[config.mk]
export PLATFORM = sky130hd
export DESIGN_NAME = multi_alarm_clock
export DESIGN_NICKNAME = d
export VERILOG_FILES = /design/src/rtl/alarm_pkg.sv /design/src/rtl/alarm_channel.sv /design/src/rtl/multi_alarm_clock.sv
export SDC_FILE = /design/constraint.sdc
export NUM_CORES = 1
export LEC_CHECK = 0
export CAP_MARGIN = 20
export CORE_ASPECT_RATIO = 1.75
export CORE_UTILIZATION = 30
export CTS_CLUSTER_DIAMETER = 100
export DETAILED_ROUTE_END_ITERATION = 8
export PLACE_DENSITY = 0.56
export SETUP_SLACK_MARGIN = 0.4
export SLEW_MARGIN = 20
export SYNTH_ARGS = -nofsm -noshare
export SYNTH_HDL_FRONTEND = slang
export SYNTH_SLANG_ARGS = --single-unit
[constraint.sdc]
create_clock -name clk_1Hz -period 3.1 [get_ports clk_1Hz]
set_input_delay 0.62 -clock clk_1Hz [delete_from_list [all_inputs] [get_ports clk_1Hz]]
set_output_delay 0.62 -clock clk_1Hz [all_outputs]
set_load 0.01 [all_outputs]
[src/rtl/alarm_pkg.sv]
// Shared types, reset constants and BCD increment helpers for the multi-alarm clock.
// The time_t struct carries the pm flag so a single equality compares the full time.
package alarm_pkg;

    localparam int HT_W = 2;
    localparam int HU_W = 4;
    localparam int MT_W = 3;
    localparam int MU_W = 4;

    typedef enum logic [1:0] {
        ST_IDLE = 2'd0,
        ST_RING = 2'd1,
        ST_SNZ  = 2'd2
    } state_e;

    typedef struct packed {
        logic            pm;
        logic [HT_W-1:0] hourten;
        logic [HU_W-1:0] hour;
        logic [MT_W-1:0] minten;
        logic [MU_W-1:0] min;
    } time_t;

    localparam time_t TIME_RST_24 = '{pm: 1'b0, hourten: 2'd0, hour: 4'd0, minten: 3'd0, min: 4'd0};
    localparam time_t TIME_RST_12 = '{pm: 1'b0, hourten: 2'd1, hour: 4'd2, minten: 3'd0, min: 4'd0};
    localparam time_t ALARM_RST   = '{pm: 1'b0, hourten: 2'd0, hour: 4'd6, minten: 3'd0, min: 4'd0};

    // Minute +1 wrapping 59 -> 00; the hour field is untouched.
    function automatic time_t bcd_min_inc(input time_t t);
        time_t r;
        r = t;
        if (t.min == 4'd9) begin
            r.min    = 4'd0;
            r.minten = (t.minten == 3'd5) ? 3'd0 : t.minten + 3'd1;
        end else begin
            r.min = t.min + 4'd1;
        end
        return r;
    endfunction

    // Hour +1: 23 -> 00 in 24h mode; 12 -> 01 and 11 -> 12 (toggling pm) in 12h mode.
    function automatic time_t bcd_hour_inc(input time_t t, input logic mode_24h);
        time_t r;
        r = t;
        if (mode_24h) begin
            if (t.hourten == 2'd2 && t.hour == 4'd3) begin
                r.hourten = 2'd0;
                r.hour    = 4'd0;
            end else if (t.hour == 4'd9) begin
                r.hourten = t.hourten + 2'd1;
                r.hour    = 4'd0;
            end else begin
                r.hour = t.hour + 4'd1;
            end
        end else begin
            if (t.hourten == 2'd1 && t.hour == 4'd2) begin
                r.hourten = 2'd0;
                r.hour    = 4'd1;
            end else if (t.hourten == 2'd1 && t.hour == 4'd1) begin
                r.hour = 4'd2;
                r.pm   = ~t.pm;
            end else if (t.hour == 4'd9) begin
                r.hourten = 2'd1;
                r.hour    = 4'd0;
            end else begin
                r.hour = t.hour + 4'd1;
            end
        end
        return r;
    endfunction

endpackage

[src/rtl/alarm_channel.sv]
// One alarm channel: settable alarm time, comparator against the running time,
// and the IDLE/RING/SNZ state machine with its ring, snooze and snooze-use counters.
module alarm_channel
    import alarm_pkg::*;
#(
    parameter bit          MODE_24H    = 1'b1,
    parameter int unsigned RING_CYCLES = 5,
    parameter int unsigned SNOOZE_MIN  = 5,
    parameter int unsigned MAX_SNOOZE  = 3
) (
    input  logic  clk_1Hz,
    input  logic  rst,
    input  logic  advance_i,
    input  logic  set_mode_i,
    input  logic  sel_hit_i,
    input  logic  inc_min_i,
    input  logic  inc_hour_i,
    input  logic  en_i,
    input  logic  snooze_i,
    input  logic  dismiss_i,
    input  time_t time_i,
    output time_t alarm_o,
    output logic  ringing_o
);

    localparam logic [3:0] RING_LD = 4'(RING_CYCLES);
    localparam logic [3:0] SNZ_LD  = 4'(SNOOZE_MIN);
    localparam logic [2:0] SNZ_MAX = 3'(MAX_SNOOZE);

    time_t      alarm_q, alarm_d;
    state_e     state_q;
    logic [3:0] ring_cnt_q;
    logic [3:0] snz_cnt_q;
    logic [2:0] snz_used_q;
    logic       ringing_q;
    logic       match;

    always_comb begin
        // NOTE: alarm_d takes a default first so no path leaves it unassigned (no latch).
        alarm_d = alarm_q;
        if (set_mode_i && sel_hit_i) begin
            if (inc_min_i) begin
                alarm_d = bcd_min_inc(alarm_q);
            end else if (inc_hour_i) begin
                alarm_d = bcd_hour_inc(alarm_q, MODE_24H);
            end
        end
    end

    always_ff @(posedge clk_1Hz) begin
        // NOTE: non-blocking assignments make every register sample pre-edge values.
        if (rst) alarm_q <= ALARM_RST;
        else     alarm_q <= alarm_d;
    end

    assign match = advance_i && en_i && (time_i == alarm_q);

    always_ff @(posedge clk_1Hz) begin
        if (rst) begin
            state_q    <= ST_IDLE;
            ring_cnt_q <= '0;
            snz_cnt_q  <= '0;
            snz_used_q <= '0;
            ringing_q  <= 1'b0;
        end else if (dismiss_i || !en_i || set_mode_i) begin
            state_q    <= ST_IDLE;
            snz_used_q <= '0;
            ringing_q  <= 1'b0;
        end else begin
            case (state_q)
                ST_IDLE: begin
                    if (match) begin
                        state_q    <= ST_RING;
                        ring_cnt_q <= RING_LD;
                        snz_used_q <= '0;
                        ringing_q  <= 1'b1;
                    end
                end
                ST_RING: begin
                    if (snooze_i) begin
                        ringing_q <= 1'b0;
                        if (snz_used_q < SNZ_MAX) begin
                            state_q    <= ST_SNZ;
                            snz_cnt_q  <= SNZ_LD;
                            snz_used_q <= snz_used_q + 3'd1;
                        end else begin
                            state_q <= ST_IDLE;
                        end
                    end else if (ring_cnt_q == 4'd1) begin
                        state_q   <= ST_IDLE;
                        ringing_q <= 1'b0;
                    end else begin
                        ring_cnt_q <= ring_cnt_q - 4'd1;
                    end
                end
                ST_SNZ: begin
                    // A fresh match re-rings early but keeps the snooze count of this trigger.
                    if (match || (advance_i && snz_cnt_q == 4'd1)) begin
                        state_q    <= ST_RING;
                        ring_cnt_q <= RING_LD;
                        ringing_q  <= 1'b1;
                    end else if (advance_i) begin
                        snz_cnt_q <= snz_cnt_q - 4'd1;
                    end
                end
                default: begin
                    state_q   <= ST_IDLE;
                    ringing_q <= 1'b0;
                end
            endcase
        end
    end

    assign alarm_o   = alarm_q;
    assign ringing_o = ringing_q;

endmodule

[src/rtl/multi_alarm_clock.sv]
// BCD time-of-day counter with NUM_ALARMS alarm channels, display mux and ring LED.
// Time advances one minute per clk_1Hz cycle while run=1 and set_mode=0.
module multi_alarm_clock
    import alarm_pkg::*;
#(
    parameter int unsigned NUM_ALARMS  = 4,
    parameter bit          MODE_24H    = 1'b1,
    parameter int unsigned RING_CYCLES = 5,
    parameter int unsigned SNOOZE_MIN  = 5,
    parameter int unsigned MAX_SNOOZE  = 3,
    localparam int         SEL_W       = (NUM_ALARMS > 1) ? $clog2(NUM_ALARMS) : 1
) (
    input  logic                  clk_1Hz,
    input  logic                  rst,
    input  logic                  run,
    input  logic                  set_mode,
    input  logic [SEL_W-1:0]      sel,
    input  logic                  inc_min,
    input  logic                  inc_hour,
    input  logic [NUM_ALARMS-1:0] alarm_en,
    input  logic                  snooze,
    input  logic                  dismiss,
    output logic [HT_W-1:0]       hourten,
    output logic [HU_W-1:0]       hour,
    output logic [MT_W-1:0]       minten,
    output logic [MU_W-1:0]       min,
    output logic                  pm,
    output logic [NUM_ALARMS-1:0] ringing,
    output logic                  led
);

    localparam time_t TIME_RST = MODE_24H ? TIME_RST_24 : TIME_RST_12;

    time_t                 time_q, time_d;
    time_t                 disp;
    time_t                 alarm_w [NUM_ALARMS];
    logic [NUM_ALARMS-1:0] ring_w;
    logic                  advance;

    assign advance = run && !set_mode;

    always_comb begin
        time_d = time_q;
        if (advance) begin
            time_d = bcd_min_inc(time_q);
            if (time_q.minten == 3'd5 && time_q.min == 4'd9) begin
                time_d = bcd_hour_inc(time_d, MODE_24H);
            end
        end
    end

    always_ff @(posedge clk_1Hz) begin
        if (rst) time_q <= TIME_RST;
        else     time_q <= time_d;
    end

    for (genvar k = 0; k < NUM_ALARMS; k++) begin : g_ch
        alarm_channel #(
            .MODE_24H   (MODE_24H),
            .RING_CYCLES(RING_CYCLES),
            .SNOOZE_MIN (SNOOZE_MIN),
            .MAX_SNOOZE (MAX_SNOOZE)
        ) u_ch (
            .clk_1Hz   (clk_1Hz),
            .rst       (rst),
            .advance_i (advance),
            .set_mode_i(set_mode),
            .sel_hit_i (sel == SEL_W'(k)),
            .inc_min_i (inc_min),
            .inc_hour_i(inc_hour),
            .en_i      (alarm_en[k]),
            .snooze_i  (snooze),
            .dismiss_i (dismiss),
            .time_i    (time_q),
            .alarm_o   (alarm_w[k]),
            .ringing_o (ring_w[k])
        );
    end

    // Display is a pure mux of registers, so no input reaches the outputs combinationally
    // except through set_mode/sel selecting which register is shown.
    always_comb begin
        disp = time_q;
        if (set_mode) begin
            for (int k = 0; k < NUM_ALARMS; k++) begin
                if (sel == SEL_W'(k)) disp = alarm_w[k];
            end
        end
    end

    assign hourten = disp.hourten;
    assign hour    = disp.hour;
    assign minten  = disp.minten;
    assign min     = disp.min;
    assign pm      = MODE_24H ? 1'b0 : disp.pm;
    assign ringing = ring_w;
    assign led     = |ring_w;

endmodule

==> tab_implementation.tex <==
\begin{tabular}{lr}
\hline
Metric & Value \\
\hline
\multicolumn{2}{l}{\textbf{CTS}} \\
\quad Hold Buf Count CTS & 0 \\
\quad Root buffer selected by CTS & clkbuf\_16 \\
\quad Worst-case clock buffer depth & 2 \\
\quad CTS H-tree lvls & 4 \\
\quad Clock transition at the register clock pins on the worst setup and hold paths after CTS & 60 ps \\
\quad Clock tree from TritonCTS & built \\
\quad Number of clock sinks & 120 \\
\quad Total CTS buffers & 17 \\
\quad Source-to-sink clock delay at the later pin of the worst-skew pair & around 420 ps \\
\multicolumn{2}{l}{\textbf{Global route}} \\
\quad Remaining global-route overflow & 0 \\
\quad Via count of the first global-routing pass & $\sim$6.6k \\
\quad Initial antenna violation count & 0 \\
\quad Global-route wire length before repair & 34800 um \\
\quad Total track usage & $\sim$18\% \\
\quad Pin count of the biggest net entering global routing & 100 \\
\multicolumn{2}{l}{\textbf{Logic synthesis}} \\
\quad Number of synthesized flops with an enable pin & 0 \\
\quad Post-synth design cell area & 7620 um2 \\
\quad Seq/Total Area, Yosys & 31.5\% \\
\quad Predominant post-synthesis flop cell & dfxtp\_1 \\
\quad Syn\_area\_per\_cell & 8.46 um2 \\
\quad Cell count after synthesis & 901 \\
\quad Fraction of registers with async set/reset & 0\% \\
\quad Simple logic cell fraction of the synthesized area & 25.7\% \\
\quad Compound-gate portion of the synthesized area & 16.8\% \\
\quad Register bit count reported by yosys & 120 \\
\quad XOR/XNOR Fraction of Synth Area & 8.96\% \\
\quad Number of nets produced by synthesis & approximately 940 \\
\quad Multiplexer area fraction after synthesis & 6.80\% \\
\quad Yosys cell types & 81 \\
\quad Post-Synth Adder-Cell Area & 4.27\% \\
\quad Count of warnings emitted by yosys & 0 \\
\quad Combinational family with the most area after synthesis & simple AND/OR/NAND/NOR gates \\
\multicolumn{2}{l}{\textbf{Drt}} \\
\quad Total Wirelength & $\sim$22000 um \\
\quad Iteration count of the initial detailed-routing pass & 4 \\
\quad Remaining antenna violation count & 0 \\
\quad Starting DRC count in detailed routing & 234 \\
\quad Average wire per cell in the routed design & 17.3 um \\
\quad DRC violation count after routing & 0 \\
\quad Vias per inst & between 5 and 6 \\
\quad Total vias in the final route & 6601 \\
\multicolumn{2}{l}{\textbf{Setup path}} \\
\quad Worst Setup Start Kind & input pin \\
\quad Critical path start-end classification & input pin to primary output \\
\quad Maximum fanout count along the critical path & 6 \\
\quad Cell with the largest stage delay on the worst path & mux4\_2 \\
\quad Cell Chain, Critical Path & clkdlybuf4s15\_2 > bufbuf\_16 > mux4\_2 > mux2\_2 > clkdlybuf4s15\_2 \\
\quad Endpoint type of the worst setup path & primary output \\
\quad Arr. time, crit path & 2100 ps \\
\quad Worst path max stage delay & 480 ps \\
\quad Required time reported for the critical path endpoint & 2480 ps \\
\quad Dominant cell type by count on the critical path & clkdlybuf4s15\_2 \\
\multicolumn{2}{l}{\textbf{Place}} \\
\quad Routability congestion estimate from global placement & 0.828 \\
\quad Number of input and output port buffers inserted & 31 \\
\quad Cell total after placement & 1213 \\
\quad Sum of net half-perimeters after detailed placement & between 15000 and 20000 um \\
\multicolumn{2}{l}{\textbf{Run}} \\
\quad MaxCap Viol Count & 0 \\
\multicolumn{2}{l}{\textbf{Layout}} \\
\quad Layout Area Growth over Synthesis & 18.2\% \\
\quad Share of final-layout standard cells stronger than drive strength 1 & 13.6\% \\
\quad Total area of multi-input combinational cells & 4760 um2 \\
\quad Register Area & 2400 um2 \\
\quad Core occupancy in the finished layout & 36.3\% \\
\quad Non-Filler Instances & 1248 \\
\quad Fin nets & 963 \\
\quad Total of fill cells in the finished design & between 2k and 3k \\
\quad Number of diodes & 0 \\
\multicolumn{2}{l}{\textbf{Floorplan}} \\
\quad Initial core utilization & a little over 30\% \\
\quad DIE WIDTH & 122 um \\
\quad Full die area & 26100 um2 \\
\quad I/O pin count & 33 \\
\quad Total number of placement rows & 76 \\
\quad Standard cell core area & between 20000 and 25000 um2 \\
\quad Die Ht & 213 um \\
\multicolumn{2}{l}{\textbf{Pwr}} \\
\quad Cell area power density & $\sim$440 nW/um2 \\
\quad Max rail drop VDD & between 200 and 300 uV \\
\quad Leakage power total & 3.12 nW \\
\multicolumn{2}{l}{\textbf{Worst hold path}} \\
\quad Worst hold-check path type & flip-flop to flip-flop \\
\multicolumn{2}{l}{\textbf{Timing}} \\
\quad Worst slew pin tran & 695 ps \\
\quad Minimum period implied by the final worst setup slack & between 2000 and 3000 ps \\
\quad Final cycle utilization of the critical path & 87.6\% \\
\quad Total setup violations reported at the end of the flow & 0 \\
\quad Max-slew violation count & 0 \\
\quad Setup Total Neg Slack & 0 ps \\
\quad Fmax & 368 MHz \\
\quad Max Clock Skew & approximately 9.8 ps \\
\quad Final worst hold slack & 459 ps \\
\quad Final hold vios & 0 \\
\quad Relative slew slack & 53.2\% \\
\quad Unrepaired setup endpoints after global routing & yes \\
\multicolumn{2}{l}{\textbf{Status}} \\
\quad Result of the run & finished clean \\
\hline
\end{tabular}
per-layer routing:
layer | vias up | track usage, % | wire length [um]
met5 | - | 0 | 0
met4 | 0 | 7.57 | 533
met3 | 30 | 2.59 | 540
met2 | 91 | 33.8 | 12000
met1 | 3205 | 18.3 | 8460
li1 | 3275 | - | -
registers in the layout (all words and copies together) (netlist names):
| name | count |
|---|---|
| time_q | 13 |
| g_ch.u_ch.snz_cnt_q | 16 |
| g_ch.u_ch.state_q | 7 |
| g_ch.u_ch.ring_cnt_q | 16 |
| g_ch.u_ch.snz_used_q | 12 |
| g_ch.u_ch.ringing_o | 4 |
| g_ch.u_ch.alarm_o | 52 |
cells by family (layout without fill, tap and decap cells):
| group | Yosys count | in the layout |
|---|---|---|
| other cells | 1 | 1 |
| xor+xnor | 78 | 78 |
| simple gates | 348 | 348 |
| buf+inv | 104 | 139 |
| flops | 120 | 120 |
| compound gates | 190 | 190 |
| fa+ha+maj | 26 | 26 |
| mux | 34 | 34 |
metrics by stage:
stage / area (um2) / power, mW / setup slack [ps]
4_1_cts: 9030 / 4.04 / 382
5_1_grt: 9010 / 4.11 / 341
3_3_place_gp: 8310 / 1.80 / -87.5
2_1_floorplan: 7620 / 1.71 / 444
6_report: 9010 / 3.98 / 383
3_5_place_dp: 8310 / 1.80 / -89.5
report_power, final:
part | total [mW] | internal (mW) | switching [mW]
registers | 1.56 | 1.55 | 0.0120
logic | 0.217 | 0.0935 | 0.123
clock network | 2.21 | 1.43 | 0.779
total | 3.98 | 3.07 | 0.915
area by class of cell:
class,instances,share of cell area (%)
clock inverter,15,2.51
clock buffer,17,4.72
multi-input combinational,677,52.9
inverter,41,1.71
sequential,120,26.7
timing repair buffer,66,7.14
tap,312,4.33
synthesized netlist by cell type, types with 11 or more instances:
cell,count,area (um2)
a21oi_1,67,335
and2_1,11,68.8
buf_2,21,105
clkbuf_1,27,101
dfxtp_1,120,2400
ha_1,26,325
inv_1,41,154
mux2_2,12,135
mux4_2,13,293
nand2_1,58,218
nand2b_1,17,106
nand3_1,23,115
nand4_1,21,131
nor2_1,75,282
nor2b_1,17,106
nor3_1,32,160
o21ai_0,34,170
or3_1,13,81.3
or4_1,11,82.6
xnor2_1,64,561
xor2_1,14,123
worst max-delay path, delay by kind of cell:
family | cells | cell delay [ps]
muxes | 2 | 750
buffers and inverters | 3 | 720
path summary, 6_finish.rpt:
check	start	to	slack [ps]	cells past startpoint
setup / recovery	sel[1]	minten[0]	380	5
setup reg to reg	time_q[1]	g_ch[3].u_ch.snz_used_q[2]	550	5
hold / removal	g_ch[0].u_ch.ring_cnt_q[1]	g_ch[0].u_ch.ring_cnt_q[1]	460	2
hold reg to reg	g_ch[0].u_ch.ring_cnt_q[1]	g_ch[0].u_ch.ring_cnt_q[1]	460	2
placed cells by master, fill, tap and decap left out, types with 7 or more instances in the layout:
master and n:
a21oi_1 67, nor4_1 8, nand4_1 21, buf_4 29, nor3_1 32, nor3b_1 10
clkbuf_16 17, nor2_1 75, mux4_2 13, o21a_1 7, xnor2_1 64, o21ai_0 34
and2_1 11, a211oi_1 10, or3_1 13, dfxtp_1 120, ha_1 26, nand3_1 23
nand2_1 58, inv_1 41, clkdlybuf4s50_1 14, nand2b_1 17, mux2i_1 9, o31ai_1 9
nand3b_1 8, dlygate4sd2_1 7, or4_1 11, nor2b_1 17, xor2_1 14, mux2_2 12
timing repair:
action | CTS | global route
pin swaps | 0 | 0
resized for setup | 26 | 7
endpoints found under the setup margin | 13 | 9
cloned | 2 | 0
buffers inserted | 1 | 0
Note: power is estimated with default switching activity, not from simulation.
